--- src/rtl/i2cs_rx_word_packer.sv ---
// rtl/i2cs_rx_word_packer.sv - I2C-slave RX FIFO drain: packs bytes into 32-bit words
//
// Purpose: pops bytes from the 256x8 receive FIFO, packs them little-endian
// into 32-bit words and offers each word on a valid/ready port. A partial
// word is emitted on flush_i or after cfg_timeout_i idle cycles. A
// registered fill-level interrupt is also produced.
//
// Ports:
//   clk_i, rst_i          clock, synchronous active-high reset
//   fifo_pop_o            pop strobe to the FIFO
//   fifo_rd_data_i        FIFO read data (head byte or popped byte, see SHOW_AHEAD)
//   fifo_empty_i          FIFO empty
//   fifo_rd_flags_i       FIFO fill-level code 0..7
//   cfg_timeout_i         idle cycles before partial flush, 0 = disabled
//   cfg_irq_level_i       fill-level interrupt threshold, 0 = disabled
//   flush_i               one-cycle request to emit the current partial word
//   word_valid_o          word available
//   word_ready_i          consumer accepts word
//   word_data_o           packed word, byte n in bits [8n+7:8n]
//   word_bytes_o          valid bytes in word_data_o (1..4)
//   irq_level_o           registered fill-level interrupt
module i2cs_rx_word_packer #(
  parameter bit SHOW_AHEAD = 1'b1,
  parameter int TIMEOUT_W  = 8
) (
  input  logic                 clk_i,
  input  logic                 rst_i,
  output logic                 fifo_pop_o,
  input  logic [7:0]           fifo_rd_data_i,
  input  logic                 fifo_empty_i,
  input  logic [2:0]           fifo_rd_flags_i,
  input  logic [TIMEOUT_W-1:0] cfg_timeout_i,
  input  logic [2:0]           cfg_irq_level_i,
  input  logic                 flush_i,
  output logic                 word_valid_o,
  input  logic                 word_ready_i,
  output logic [31:0]          word_data_o,
  output logic [2:0]           word_bytes_o,
  output logic                 irq_level_o
);

  typedef enum logic [1:0] {
    ST_FILL = 2'd0,
    ST_WAIT = 2'd1,
    ST_HOLD = 2'd2
  } state_t;

  state_t               r_state;
  state_t               w_state_nx;
  logic [2:0]           r_count;
  logic [2:0]           w_count_nx;
  logic [3:0][7:0]      r_lanes;
  logic [3:0][7:0]      w_lanes_nx;
  logic [TIMEOUT_W-1:0] r_timer;
  logic [TIMEOUT_W-1:0] w_timer_nx;
  logic                 r_flush_pend;
  logic                 w_flush_pend_nx;
  logic                 r_irq;
  logic                 w_pop;
  logic                 w_valid;

  always_comb begin
    w_state_nx      = r_state;
    w_count_nx      = r_count;
    w_lanes_nx      = r_lanes;
    w_timer_nx      = r_timer;
    w_flush_pend_nx = r_flush_pend;
    w_pop           = 1'b0;

    case (r_state)
      ST_FILL: begin
        w_pop = !fifo_empty_i;
        if (SHOW_AHEAD) begin
          // Head byte is visible now, so the pop edge is also the capture edge.
          if (w_pop) begin
            w_lanes_nx[r_count[1:0]] = fifo_rd_data_i;
            w_count_nx               = r_count + 3'd1;
            w_timer_nx               = '0;
          end
          if (w_count_nx == 3'd4) begin
            w_state_nx = ST_HOLD;
          end else if (flush_i && (w_count_nx != 3'd0)) begin
            w_state_nx = ST_HOLD;
          end else if (!w_pop && (r_count != 3'd0)) begin
            w_timer_nx = r_timer + 1'b1;
            if ((cfg_timeout_i != '0) && (w_timer_nx == cfg_timeout_i)) begin
              w_state_nx = ST_HOLD;
            end
          end
        end else begin
          if (w_pop) begin
            // The byte arrives next cycle; a flush now must wait for it
            // rather than strand the popped byte.
            w_state_nx      = ST_WAIT;
            w_flush_pend_nx = flush_i && (r_count != 3'd0);
          end else if (flush_i && (r_count != 3'd0)) begin
            w_state_nx = ST_HOLD;
          end else if (r_count != 3'd0) begin
            w_timer_nx = r_timer + 1'b1;
            if ((cfg_timeout_i != '0) && (w_timer_nx == cfg_timeout_i)) begin
              w_state_nx = ST_HOLD;
            end
          end
        end
      end

      ST_WAIT: begin
        w_lanes_nx[r_count[1:0]] = fifo_rd_data_i;
        w_count_nx               = r_count + 3'd1;
        w_timer_nx               = '0;
        w_flush_pend_nx          = 1'b0;
        if ((w_count_nx == 3'd4) || r_flush_pend || flush_i) begin
          w_state_nx = ST_HOLD;
        end else begin
          w_state_nx = ST_FILL;
        end
      end

      ST_HOLD: begin
        if (word_ready_i) begin
          w_state_nx      = ST_FILL;
          w_count_nx      = 3'd0;
          w_lanes_nx      = '0;
          w_timer_nx      = '0;
          w_flush_pend_nx = 1'b0;
        end
      end

      default: begin
        w_state_nx = ST_FILL;
      end
    endcase
  end

  always_ff @(posedge clk_i) begin
    if (rst_i) begin
      r_state      <= ST_FILL;
      r_count      <= 3'd0;
      r_lanes      <= '0;
      r_timer      <= '0;
      r_flush_pend <= 1'b0;
      r_irq        <= 1'b0;
    end else begin
      r_state      <= w_state_nx;
      r_count      <= w_count_nx;
      r_lanes      <= w_lanes_nx;
      r_timer      <= w_timer_nx;
      r_flush_pend <= w_flush_pend_nx;
      r_irq        <= (cfg_irq_level_i != 3'd0) && (fifo_rd_flags_i >= cfg_irq_level_i);
    end
  end

  // The pop is combinational from fifo_empty_i, so reset must gate it directly.
  assign fifo_pop_o   = w_pop && !rst_i;
  assign w_valid      = (r_state == ST_HOLD);
  assign word_valid_o = w_valid;
  assign word_data_o  = w_valid ? r_lanes : 32'd0;
  assign word_bytes_o = w_valid ? r_count : 3'd0;
  assign irq_level_o  = r_irq;

endmodule
--- config.mk ---
export PLATFORM = sky130hd
export DESIGN_NAME = i2cs_rx_word_packer
export DESIGN_NICKNAME = d
export VERILOG_FILES = /design/src/rtl/i2cs_rx_word_packer.sv
export SDC_FILE = /design/constraint.sdc
export NUM_CORES = 1
export LEC_CHECK = 0
export CORE_MARGIN = 4
export CORE_UTILIZATION = 40
export CTS_BUF_LIST = sky130_fd_sc_hd__clkbuf_8
export DETAILED_ROUTE_END_ITERATION = 8
export PLACE_DENSITY = 0.67
export SETUP_SLACK_MARGIN = 0.4
export SLEW_MARGIN = 20
export SYNTH_ARGS = -nofsm -noshare
export SYNTH_HDL_FRONTEND = slang
export SYNTH_SLANG_ARGS = --single-unit
export TNS_END_PERCENT = 50
--- constraint.sdc ---
create_clock -name clk_i -period 3.15 [get_ports clk_i]
set_clock_uncertainty 0.2 [all_clocks]
set_input_delay 0.63 -clock clk_i [delete_from_list [all_inputs] [get_ports clk_i]]
set_output_delay 0.63 -clock clk_i [all_outputs]
set_load 0.01 [all_outputs]
[Word level (Yosys, flattened, before mapping)]
Cells that the tools add are included.
Storage, ports and cells
  bits in registers: 47
  logic and storage cells: 72
  input port bits: 27
Operators by class
  reduce and logical (&&, ||, !) cells: 21
  mux-type cells: 28
  $lt $le $gt $ge: 3
  add/subtract/negate cells: 2
  eq/ne operators: 9
Operators by type and width (count)
  $mux W32: 3
  $pmux W32 S3: 1
  $mux W8: 6
  $bwmux W32: 1
  $pmux W8 S3: 1
  $demux W8 S2: 1
  $mux W2: 6
  $mux W3: 4
  $reduce_bool A3 Y1: 4
  $pmux W3 S3: 1
  $add A8 B1 Y8 const B: 1
  $eq A8 B8 Y1: 1
  $ne A4 B4 Y1 const B: 2
  $reduce_bool A8 Y1: 1
  $eq A3 B3 Y1 const B: 2
  $logic_and A1 B1 Y1: 6
  $pmux W2 S3: 1
  $reduce_and A3 Y1: 2
  $ne A2 B2 Y1 const B: 2
  $reduce_and A2 Y1: 2
  $add A3 B1 Y3 const B: 1
  $ge A3 B3 Y1: 1
  $lt A2 B3 Y1 const B: 1
  $eq A2 B1 Y1 const B: 1
  other kinds (8): 11

[Depth between registers and ports, before layout]
  depth after elaboration: 8
  depth in mapped cells: 10
  depth with buffers taken out: 7

[Worst setup path before layout]
OpenSTA, ideal clock, no wires.
  path kind: register to register
  start point: reg r_count[0]
  end point: reg r_timer[5]
  setup slack: 785 ps
  buffers on the path: 1
  data required time: 2834 ps
  period minus slack after synthesis: 2365 ps
  cell stages (with the launch flop): 9
  arrival time: 2050 ps
  library setup time: 116 ps
  cell sequence: dfxtp_1 inv_1 ha_1 nor3b_2 nor2_1 a221o_1 buf_6 mux2_4 a31o_1
On the way
  word-level cells in the longest chain between the ends: 8
  elaborated cells on any way between the ends: 12
  those cells by class: 1 x add/sub; 1 x eq/ne; 6 x mux; 4 x reduce/logical
RTL lines
  start: declaration: line 50  | logic [2:0] r_count;
  start signal: assignment: line 145  | r_count <= w_count_nx;
  $add A3 B1 Y3: line 77  | w_count_nx = r_count + 3'd1;
  $mux W3: line 75  | if (w_pop) begin
  $mux W3: line 70  | case (r_state)
  $reduce_bool A3 Y1: line 82  | end else if (flush_i && (w_count_nx != 3'd0)) begin
  $logic_and A1 B1 Y1: line 82
  $mux W8: line 82
  $mux W8 *: line 80  | if (w_count_nx == 3'd4) begin
  $pmux W8 S3 *: line 70
  end signal: assignment: line 147  | r_timer <= w_timer_nx;
  end: declaration: line 54  | logic [TIMEOUT_W-1:0] r_timer;
Mark *: on every way between the ends. The rest lies on a longest branch, timed or not. The select of a mux whose other input is x is not followed.
A chain may end at the register's enable or synchronous reset.

[Worst setup path in the final report]
  start point: in fifo_empty_i
  end point: out fifo_pop_o
On the way
  word-level cells in the longest chain between the ends: 3
RTL lines
  start: declaration: line 30  | input logic fifo_empty_i,
  $logic_not A1 Y1: line 72  | w_pop = !fifo_empty_i;
  $mux W1: line 70
  $logic_and A1 B1 Y1: line 154  | assign fifo_pop_o = w_pop && !rst_i;
  end: declaration: line 28  | output logic fifo_pop_o,
No other way between the ends.

==> metrics.yaml <==
run_status:
  run_status: "finished, final reports clean"
global_route:
  first_global_vias: 2339
  overflow: 0
  maximum_number_of_pins_on_one_net_before_global_route_repair: 25
  grt_pass1_wl_um: 11300
  antenna_violations_before_repair: 0
  gr-usage-all-layers: 0.180
routing:
  postRouteAntennaNets: 0
  dr_total_vias: 2490
  drt_first_pass_iters: 4
  dr.max_layer_used: "met4"
  met2WireLength_um: 3390
  detail_route.drc_violations: 0
  drt_iter0_markers: 175
  wire_per_inst_um: 14.7
  met1Wirelength_um: 3180
  detailroute.wirelength.met3_um: 295
  routed_via_density: 5.29
  wl_um: 6900
cts:
  cts_tree: "yes"
  ctsRootBufferMaster: "sky130_fd_sc_hd__clkbuf_8"
  clkSlewWorstSetupHoldPaths_ns: 0.08
  cts.repair_timing.setup_buffer_count: 0
  cts.hold.buffers_added: 0
  clock_latency_ns: 0.29
  cts_sinks: 45
  tritoncts.num_buffers: 5
  htree_num_levels: 2
  clock_path_buffers: 2
synthesis:
  cell_with_the_most_instances_after_synthesis: "sky130_fd_sc_hd__dfxtp_1"
  dominantRegCellSynth: "sky130_fd_sc_hd__dfxtp_1"
  synth_edf_count: 0
  synth.cell_area_mm2: 0.00264
  post_synth_inst_count: 339
  postSynthAreaPerCell_um2: 7.78
  yosysTopAreaCellShare: 0.341
  synth_top_cells_by_area: "sky130_fd_sc_hd__dfxtp_1 34%, sky130_fd_sc_hd__and2_1 8.8%, sky130_fd_sc_hd__nand3_1 8.2%"
  ys_types: 42
  synth-warning-count: 0
  synth_common_cells: "45 x sky130_fd_sc_hd__dfxtp_1, 43 x sky130_fd_sc_hd__nand3_1, 42 x sky130_fd_sc_hd__a21oi_1, 42 x sky130_fd_sc_hd__nand2_1, 37 x sky130_fd_sc_hd__and2_1"
  yosys_register_bits: 45
  ys_seq_area_frac: 0.341
  synth.net_count: 374
  async_reset_ff_frac: 0
  synth_area_leader_cell: "sky130_fd_sc_hd__dfxtp_1"
setup_path:
  family_with_the_most_delay_on_the_worst_path: "buffers and inverters"
  r2r_end: "r_timer[6]"
  reg2regPathDepth: 8
  crit_buf_inv: 3
  master_of_the_slowest_instance_on_the_critical_path: "sky130_fd_sc_hd__clkdlybuf4s50_1"
  crit_chain: "clkdlybuf4s50_1, buf_4, nor3_1, dlygate4sd2_1"
  critical_path_peak_fanout: 7
  crit_path_start_kind: "input port"
  path_class: "input port to output pin"
  worst-endpoint-required_ns: 2.32
  cp-end-kind: "output pin"
  reg2reg_setup_slack_ns: 0.74
  timing.rr.start: "r_count[1]"
  critical_path.max_stage_delay_ns: 0.50
  worst-endpoint-arrival_ns: 1.81
floorplanning:
  die_height_um: 89.2
  row_count: 29
  dieWidth_um: 89.2
  coreArea_mm2: 0.00639
  start_util: 0.413
  io-pin-count: 65
  floorplan.die_area_mm2: 0.00796
cells_and_area:
  fillCellCount: 610
  final_layout_size_suffix_gt1_frac: 0.0838
  finalInstanceArea_mm2: 0.00343
  share_of_the_core_filled_with_cells: 0.538
  insertedDiodeCount: 0
  layout-area-overhead-vs-synth_pct: 30.1
  nNetsFinal: 428
placement:
  dpl-instance-area_mm2: 0.00335
  buffer_ports.inserted: 64
  post-dp-hpwl_um: 5070
  gp_congestion: 0.802
sta:
  final.hold.worst_slack_ns: 0.254
  final_min_period_over_clock_period: 0.839
  report.final.hold_viol_count: 0
  grt_setup_unrepaired: "no"
  worst-slew-pin-transition_ns: 0.935
  fin_tns_setup_ns: 0
  finalMaxSlewViolations: 0
  final.min_clock_period_ns: 2.64
  maxSlewHeadroom: 0.375
  clock.fmax_mhz: 378
  final-setup-viol-count: 0
hold_path:
  holdPathStages: 2
  worstHoldEndpoint: "r_lanes[28]"
  min-delay-path-class: "flip-flop to flip-flop"
  worstHoldStart: "r_lanes[28]"
power:
  irDropWorstVdd_mv: 0.244
  static-leakage-power_nw: 1.26
  cellPowerDensity_mw_per_mm2: 368
flow_run:
  timing.max_cap.violations: 0
-- kinds of logic after synthesis --
group / share of synthesized area
XOR/XNOR: 0.0266
AO/OA/AOI/OAI: 0.179
buffers and inverters: 0.0588
AND/OR/NAND/NOR: 0.312
flip-flops: 0.341
adder cells (fa/ha/maj): 0.0379
multiplexers: 0.0436
-- sequential cells by signal, summed over array words and instances (netlist names) --
| name | count |
|---|---|
| r_timer | 8 |
| r_count | 3 |
| r_lanes | 32 |
| irq_level_o | 1 |
| r_state | 1 |
-- power breakdown --
part           total, mW  internal [mW]  switching, mW  leakage, nW
registers          0.619          0.594         0.0245        0.365
clock network      0.341          0.151          0.190       0.0491
logic              0.303          0.139          0.165        0.847
total               1.26          0.884          0.379         1.26
-- layout by cell type, fill, tap and decap left out, drive strengths merged, types with 5 or more instances in the layout --
cell,count
a31o,5
a21oi,42
nor3b,5
o21ai,7
nor3,5
xnor2,6
dfxtp,45
nor2,12
clkbuf,5
ha,8
nand2,42
mux2,5
clkdlybuf4s50,63
buf,11
inv,10
o41ai,5
nand3,43
and2,37
-- worst max path at each step --
stage / startpoint / endpoint / slack, ns / cells past startpoint
after floorplan: r_count[0] / r_timer[5] / 0.78 / 8
after global placement: fifo_empty_i / r_timer[7] / 0.20 / 7
after detailed placement: fifo_empty_i / r_timer[6] / 0.16 / 7
after CTS: fifo_empty_i / r_timer[6] / 0.44 / 7
after global routing: fifo_empty_i / fifo_pop_o / 0.42 / 4
final: fifo_empty_i / fifo_pop_o / 0.51 / 4
-- stage by stage --
stage	power (mW)	cells	worst slack (ns)
after floorplan	0.811	339	0.785
after global placement	0.933	463	0.204
after detailed placement	0.936	463	0.156
after CTS	1.28	471	0.443
after global routing	1.34	471	0.416
final	1.26	471	0.506
-- layer usage --
| layer | GRT usage | vias up |
|---|---|---|
| li1 | - | 1281 |
| met1 | 0.244 | 1162 |
| met2 | 0.295 | 43 |
| met3 | 0.0442 | 4 |
| met4 | 0.0338 | 0 |
| met5 | 0 | - |
-- final cells by class --
class	instances	area, um2	share of cell area
Inverter	9	33.8	0.00984
Tap cell	77	96.3	0.0281
Multi-Input combinational cell	257	1580	0.461
Clock inverter	3	13.8	0.00401
Clock buffer	5	68.8	0.0200
Timing Repair Buffer	75	734	0.214
Sequential cell	45	902	0.263
-- worst min-delay path, cell delays in order, from the launching register on --
cell and delay (ns):
sky130_fd_sc_hd__dfxtp_1 0.31, sky130_fd_sc_hd__nand2_1 0.05, sky130_fd_sc_hd__a21oi_1 0.05
-- what timing repair did --
item | CTS | global route
gates cloned | 0 | 0
gates resized for setup | 2 | 1
endpoints found under the setup margin | 10 | 6
Note: power is estimated with default switching activity, not from simulation.
